**config.mk**
```make
export PLATFORM = sky130hd
export DESIGN_NAME = sd_job_sched
export DESIGN_NICKNAME = d
export VERILOG_FILES = /design/src/rtl/sd_job_sched.sv
export SDC_FILE = /design/constraint.sdc
export NUM_CORES = 1
export LEC_CHECK = 0
export CORE_MARGIN = 2
export CORE_UTILIZATION = 54
export CTS_CLUSTER_SIZE = 20
export DETAILED_ROUTE_END_ITERATION = 6
export PLACE_DENSITY = 0.86
export SLEW_MARGIN = 10
export SYNTH_ARGS = -nofsm -noshare
export SYNTH_HDL_FRONTEND = slang
export SYNTH_SLANG_ARGS = --single-unit
```
**constraint.sdc**
```tcl
create_clock -name clk_ref -period 3.1 [get_ports clk_ref]
set_input_delay 0.62 -clock clk_ref [delete_from_list [all_inputs] [get_ports clk_ref]]
set_output_delay 0.62 -clock clk_ref [all_outputs]
set_load 0.05 [all_outputs]
```
**src/rtl/sd_job_sched.sv**
```systemverilog
// Round-robin scheduler that turns multi-sector write/read jobs into per-sector
// start strobes for a single-sector SD controller, with start-timeout retry.
module sd_job_sched #(
  parameter int SEC_PER_JOB = 8,
  parameter int START_TO    = 15,
  parameter int MAX_RETRY   = 3
) (
  input  logic        clk_ref,
  input  logic        rst_n,
  input  logic        sd_init_done,
  input  logic        wr_job_req,
  input  logic [31:0] wr_job_base,
  output logic        wr_job_ack,
  output logic        wr_job_done,
  input  logic        rd_job_req,
  input  logic [31:0] rd_job_base,
  output logic        rd_job_ack,
  output logic        rd_job_done,
  output logic        job_err,
  output logic        sd_wr_start_en,
  output logic [31:0] sd_wr_sec_addr,
  input  logic        sd_wr_busy,
  output logic        sd_rd_start_en,
  output logic [31:0] sd_rd_sec_addr,
  input  logic        sd_rd_busy
);
  localparam int IDX_W = (SEC_PER_JOB > 1) ? $clog2(SEC_PER_JOB) : 1;
  localparam int TO_W  = $clog2(START_TO + 1);
  localparam int RT_W  = (MAX_RETRY > 0) ? $clog2(MAX_RETRY + 1) : 1;

  localparam logic [IDX_W-1:0] LAST_IDX = IDX_W'(SEC_PER_JOB - 1);
  localparam logic [TO_W-1:0]  TO_LAST  = TO_W'(START_TO - 1);
  localparam logic [RT_W-1:0]  RT_MAX   = RT_W'(MAX_RETRY);

  typedef enum logic [2:0] {
    S_INIT, S_IDLE, S_ISSUE, S_WAIT_HI, S_WAIT_LO, S_NEXT, S_FINISH
  } state_e;

  // One controller port per direction; index 0 = write, 1 = read.
  typedef struct packed {
    logic        start_en;
    logic [31:0] sec_addr;
  } port_t;

  state_e            state_q,   state_d;
  logic [31:0]       addr_q,    addr_d;
  logic [IDX_W-1:0]  sec_idx_q, sec_idx_d;
  logic [RT_W-1:0]   retry_q,   retry_d;
  logic [TO_W-1:0]   tcnt_q,    tcnt_d;
  logic              dir_q,     dir_d;
  logic              last_rd_q, last_rd_d;
  port_t [1:0]       port_q,    port_d;
  logic  [1:0]       ack_q,     ack_d;
  logic  [1:0]       done_q,    done_d;
  logic              err_q,     err_d;

  logic busy;
  logic grant_rd;

  assign busy     = dir_q ? sd_rd_busy : sd_wr_busy;
  // Read wins only when alone or when write was served last.
  assign grant_rd = rd_job_req && (!wr_job_req || !last_rd_q);

  always_comb begin
    state_d   = state_q;
    addr_d    = addr_q;
    sec_idx_d = sec_idx_q;
    retry_d   = retry_q;
    tcnt_d    = tcnt_q;
    dir_d     = dir_q;
    last_rd_d = last_rd_q;
    port_d    = port_q;
    port_d[0].start_en = 1'b0;
    port_d[1].start_en = 1'b0;
    ack_d     = '0;
    done_d    = '0;
    err_d     = 1'b0;
    case (state_q)
      S_INIT:
        if (sd_init_done) state_d = S_IDLE;
      S_IDLE:
        if (wr_job_req || rd_job_req) begin
          dir_d           = grant_rd;
          last_rd_d       = grant_rd;
          ack_d[grant_rd] = 1'b1;
          addr_d          = grant_rd ? rd_job_base : wr_job_base;
          sec_idx_d       = '0;
          retry_d         = '0;
          state_d         = S_ISSUE;
        end
      S_ISSUE: begin
        port_d[dir_q].start_en = 1'b1;
        port_d[dir_q].sec_addr = addr_q;
        tcnt_d                 = '0;
        state_d                = S_WAIT_HI;
      end
      S_WAIT_HI:
        if (busy) begin
          state_d = S_WAIT_LO;
        end else if (tcnt_q == TO_LAST) begin
          if (retry_q < RT_MAX) begin
            retry_d = retry_q + 1'b1;
            state_d = S_ISSUE;
          end else begin
            err_d   = 1'b1;
            state_d = S_IDLE;
          end
        end else begin
          tcnt_d = tcnt_q + 1'b1;
        end
      S_WAIT_LO:
        if (!busy) state_d = S_NEXT;
      S_NEXT:
        if (sec_idx_q == LAST_IDX) begin
          state_d = S_FINISH;
        end else begin
          sec_idx_d = sec_idx_q + 1'b1;
          addr_d    = addr_q + 32'd1;
          retry_d   = '0;
          state_d   = S_ISSUE;
        end
      S_FINISH: begin
        done_d[dir_q] = 1'b1;
        state_d       = S_IDLE;
      end
      default: state_d = S_INIT;
    endcase
  end

  always_ff @(posedge clk_ref or negedge rst_n) begin
    if (!rst_n) begin
      state_q   <= S_INIT;
      addr_q    <= '0;
      sec_idx_q <= '0;
      retry_q   <= '0;
      tcnt_q    <= '0;
      dir_q     <= 1'b0;
      last_rd_q <= 1'b1;
      port_q    <= '0;
      ack_q     <= '0;
      done_q    <= '0;
      err_q     <= 1'b0;
    end else begin
      state_q   <= state_d;
      addr_q    <= addr_d;
      sec_idx_q <= sec_idx_d;
      retry_q   <= retry_d;
      tcnt_q    <= tcnt_d;
      dir_q     <= dir_d;
      last_rd_q <= last_rd_d;
      port_q    <= port_d;
      ack_q     <= ack_d;
      done_q    <= done_d;
      err_q     <= err_d;
    end
  end

  assign wr_job_ack     = ack_q[0];
  assign rd_job_ack     = ack_q[1];
  assign wr_job_done    = done_q[0];
  assign rd_job_done    = done_q[1];
  assign job_err        = err_q;
  assign sd_wr_start_en = port_q[0].start_en;
  assign sd_wr_sec_addr = port_q[0].sec_addr;
  assign sd_rd_start_en = port_q[1].start_en;
  assign sd_rd_sec_addr = port_q[1].sec_addr;

endmodule
```
; ---- Word-level counts from Yosys, hierarchy flattened
; Index checks and enable logic that the tools add are counted.
[word_totals]
input_bits = 71
out_inout_bits = 71
elab_cells = 99
regBits = 117
[classes]
n_addsub = 4
n_reduce_logical = 16
n_eq_ne = 17
muxes = 43
magnitude_cmp = 5
[op_table]
columns = operator, n
row1 = bitwise mux 66 bit, 2
row2 = 2-to-1 mux 32 bit, 4
row3 = demux 33 bit (select 1 bit), 2
row4 = 2-to-1 mux 66 bit, 1
row5 = case mux 32 bit (2 select lines), 1
row6 = 2-to-1 mux 33 bit, 1
row7 = "adder 32 x 1 -> 32 bit, second input constant", 1
row8 = 2-to-1 mux 3 bit, 8
row9 = case mux 3 bit (7 select lines), 1
row10 = 2-to-1 mux 2 bit, 9
row11 = "inequality test 2 bit, second input constant", 8
row12 = "equality test 3 bit, second input constant", 4
row13 = 2-to-1 mux 4 bit, 2
row14 = case mux 4 bit (2 select lines), 1
row15 = 2-to-1 mux 1 bit, 7
row16 = "equality test 3 x 2 -> 1 bit, second input constant", 2
row17 = case mux 2 bit (3 select lines), 1
row18 = case mux 3 bit (2 select lines), 1
row19 = AND reduction 3 bit, 2
row20 = AND reduction 6 bit, 1
row21 = "adder 4 x 1 -> 4 bit, second input constant", 1
row22 = "equality test 4 bit, second input constant", 1
row23 = "less-than comparator 1 x 2 -> 1 bit, second input constant", 2
row24 = AND reduction 4 bit, 1
row25 = 14 further kinds, 21

; ---- Depth between registers and ports, before layout
[depth]
depth_word = 9
mapped_depth = 8
mapped_depth_nobuf = 7

; ---- Least setup slack after synthesis
; OpenSTA, ideal clock, no wires.
[synth_path]
kind = reg-to-reg
start = register addr_q[0]
end = register addr_q[29]
stages_incl_launch_ff = 6
arrival_time_ns = 1.894
required_time_ns = 2.959
path_buffers = 0
slack_ns = 1.066
setup_ns = 0.141
synth_period_minus_slack_ns = 2.034
path_cell_list = dfrtp_1 > nand4_2 > or4_4 > or4_4 > nand3_1 > o311ai_2
[synth_via]
elab_chain_len = 3
[synth_lines]
columns = item, line
row1 = from (decl), 46  ; logic [31:0] addr_q, addr_d;
row2 = from (signal assigned), 145  ; addr_q <= addr_d;
row3 = adder 32 x 1 -> 32 bit, 118  ; addr_d = addr_q + 32'd1;
row4 = 2-to-1 mux 32 bit, 114  ; if (sec_idx_q == LAST_IDX) begin
row5 = case mux 32 bit (2 select lines), 78  ; case (state_q)
; Every way passes these cells. The select of a mux whose other input is x is not followed.
; A chain may end at the register's enable or synchronous reset.

; ---- Worst setup path in the final report
[layout_path]
start = register addr_q[0]
end = register addr_q[31]
; Same word-level chain as after synthesis.

==> metrics.txt <==
outcome finished clean; Crit path arrival time ~2.9 ns; worst hold path class primary input to async pin; footprint of the multi-input gates 0.00267 mm²; clk sink count 117; Rows 37; area share of the largest cell type after synthesis 0.504; PwrDens ~1200 mW/mm²; total CTS buffers 17; core area 0.0103 mm²; Fin Hold WS 0.136 ns; Worst-Margin Slew 1.09 ns; worst r2r path cells 4; hold buffers post-CTS 0; Root Driver clkbuf_8; fin crit period 2.51 ns; Crit Path Category register to register; fillers ~640; GRT Total Usage 0.312; setup TNS 0 ns; syn avg cell area about 11 µm²; pin count of the biggest net entering global routing 66; CTS Buffer Depth 2; Setup Skew 0.00890 ns; post-route DRC violation count 0; Antenna Cells 0; commonest cells in the netlist dfrtp_1 (116), nand2_1 (74), mux2_2 (67), a21oi_1 (32), nor2_1 (30); layout cells sized above 1 0.191; RSZ-0062 raised after global routing no; Reg2Reg Setup Slack 0.59 ns; CTS resizes 0; synthesized area roughly 0.0058 mm²; Routed Antenna Nets 0; Die H 107 µm; Overflow after GRT 0; first-pass GRT wire length 27,600 µm; Syn Nets 624; GP Congestion 0.901; number of H-tree levels 4; final core occ 0.765; Post-Syn Instances 547; Critical R2R Capture addr_q[31]; Peak VDD IR 0.702 mV; synth top area cells dfrtp_1 (50%), mux2_2 (13%), nand2_1 (4.8%); Peak Freq roughly 400 MHz; Synth area leader dfrtp_1; first-iteration detailed-routing DRC count 494; final wirelength ~17,000 µm; vias per cell 6.28; 1st-pass router iterations 5; register area 0.00293 mm²; DP HPWL 11,000 µm; Setup-failing EPs final 0; Avg WL per Cell 20.4 µm; Port Buffers 141; IO Pins around 140; Post-synth EDFFs 0; Initial Util 0.558; Die ar. roughly 0.012 mm²; top-count cell post-synth dfrtp_1; CTS tree built; period utilisation layout 0.808; Worst Path Required 3.52 ns; Max Cap Violations 0; Async S/R FF share, synth 1.00; nets@finish 761; Area growth syn-to-layout 37.1%; # Post-CTS Setup Buffers 0; final slew viol count 0; Slew headroom 0.264; vias in the first global route 5,402; crit path launch type register; Clk pin slew, worst setup/hold paths 0.06 ns; top_reg_cell synth dfrtp_1; Die X about 110 µm; Synth cell types 61; worst-path maximum fanout 9; initial antenna violation count 0; Hold Vio Cnt, Final 0; Synth Warn # 0; Seq/Total Area, Yosys 0.508; Clk Latency, worst-skew pair 0.53 ns; reg-to-reg startpoint addr_q[0]; Worst setup EP type register; Vias 5,235; post-synthesis sequential element count 117; LEAKAGE 3.29 nW
[through the flow]
step	instances	area [µm²]	total power [W]	setup WS (ns)
2_1_floorplan	547	5760	0.00611	1.07
3_3_place_gp	801	7310	0.00749	0.535
3_5_place_dp	801	7310	0.00769	0.415
4_1_cts	833	7900	0.00967	0.685
5_1_grt	833	7900	0.0101	0.462
6_report	833	7900	0.00972	0.594
[logic make-up (layout without fill, tap and decap cells)]
kind of cell,Yosys count,count (layout),synth area share
AND/OR/NAND/NOR,191,191,0.164
AO/OA/AOI/OAI,115,115,0.135
flip-flops,117,117,0.508
buffers and inverters,42,192,0.0330
adder cells (fa/ha/maj),6,6,0.0130
multiplexers,76,76,0.147
[per-layer routing]
layer,wire length [µm],vias to the layer above,track usage
met5,0,-,0
met4,356,0,0.111
met3,1630,51,0.0835
met2,8450,352,0.516
met1,6550,2548,0.395
li1,-,2284,-
[critical path: stages (launching register included)]
cell and delay, ns:
dfrtp_1 0.53, nand4_2 0.23, nor4_2 0.99, nand4_1 0.31, a31o_2 0.34
[layout make-up]
cell class / count / share of cell area
multi-input cells: 388 / 0.337
repair buffers: 156 / 0.194
clock buffers: 20 / 0.0577
inverters: 4 / 0.00190
well taps: 136 / 0.0215
flip-flops and latches: 117 / 0.371
clock inverters: 12 / 0.0163
[how the worst max path moves through the flow]
| stage | from | endpoint | slack (ns) |
|---|---|---|---|
| floorplan | addr_q[0] | addr_q[29] | 1.07 |
| global placement | wr_job_req | addr_q[10] | 0.53 |
| detailed placement | wr_job_req | addr_q[17] | 0.41 |
| CTS | addr_q[0] | addr_q[28] | 0.68 |
| global route | addr_q[0] | addr_q[28] | 0.46 |
| finish | addr_q[0] | addr_q[31] | 0.59 |
[where the power goes]
group,total (W),internal (W),switching [W]
logic,0.00475,0.00186,0.00289
clock network,0.00192,0.00120,0.000719
registers,0.00305,0.00226,0.000784
total,0.00972,0.00533,0.00439
[placed cells by master (no fill, tap or decap), types with 9 or more instances in the layout]
| cell | count |
|---|---|
| nand3_1 | 29 |
| mux2_2 | 67 |
| nor2_1 | 30 |
| mux2i_1 | 9 |
| nor3_1 | 11 |
| buf_4 | 15 |
| clkdlybuf4s50_1 | 140 |
| nand2_1 | 74 |
| clkbuf_16 | 16 |
| dfrtp_1 | 116 |
| a21oi_1 | 32 |
| o21ai_0 | 20 |
Power figures use the tool's default switching activity.
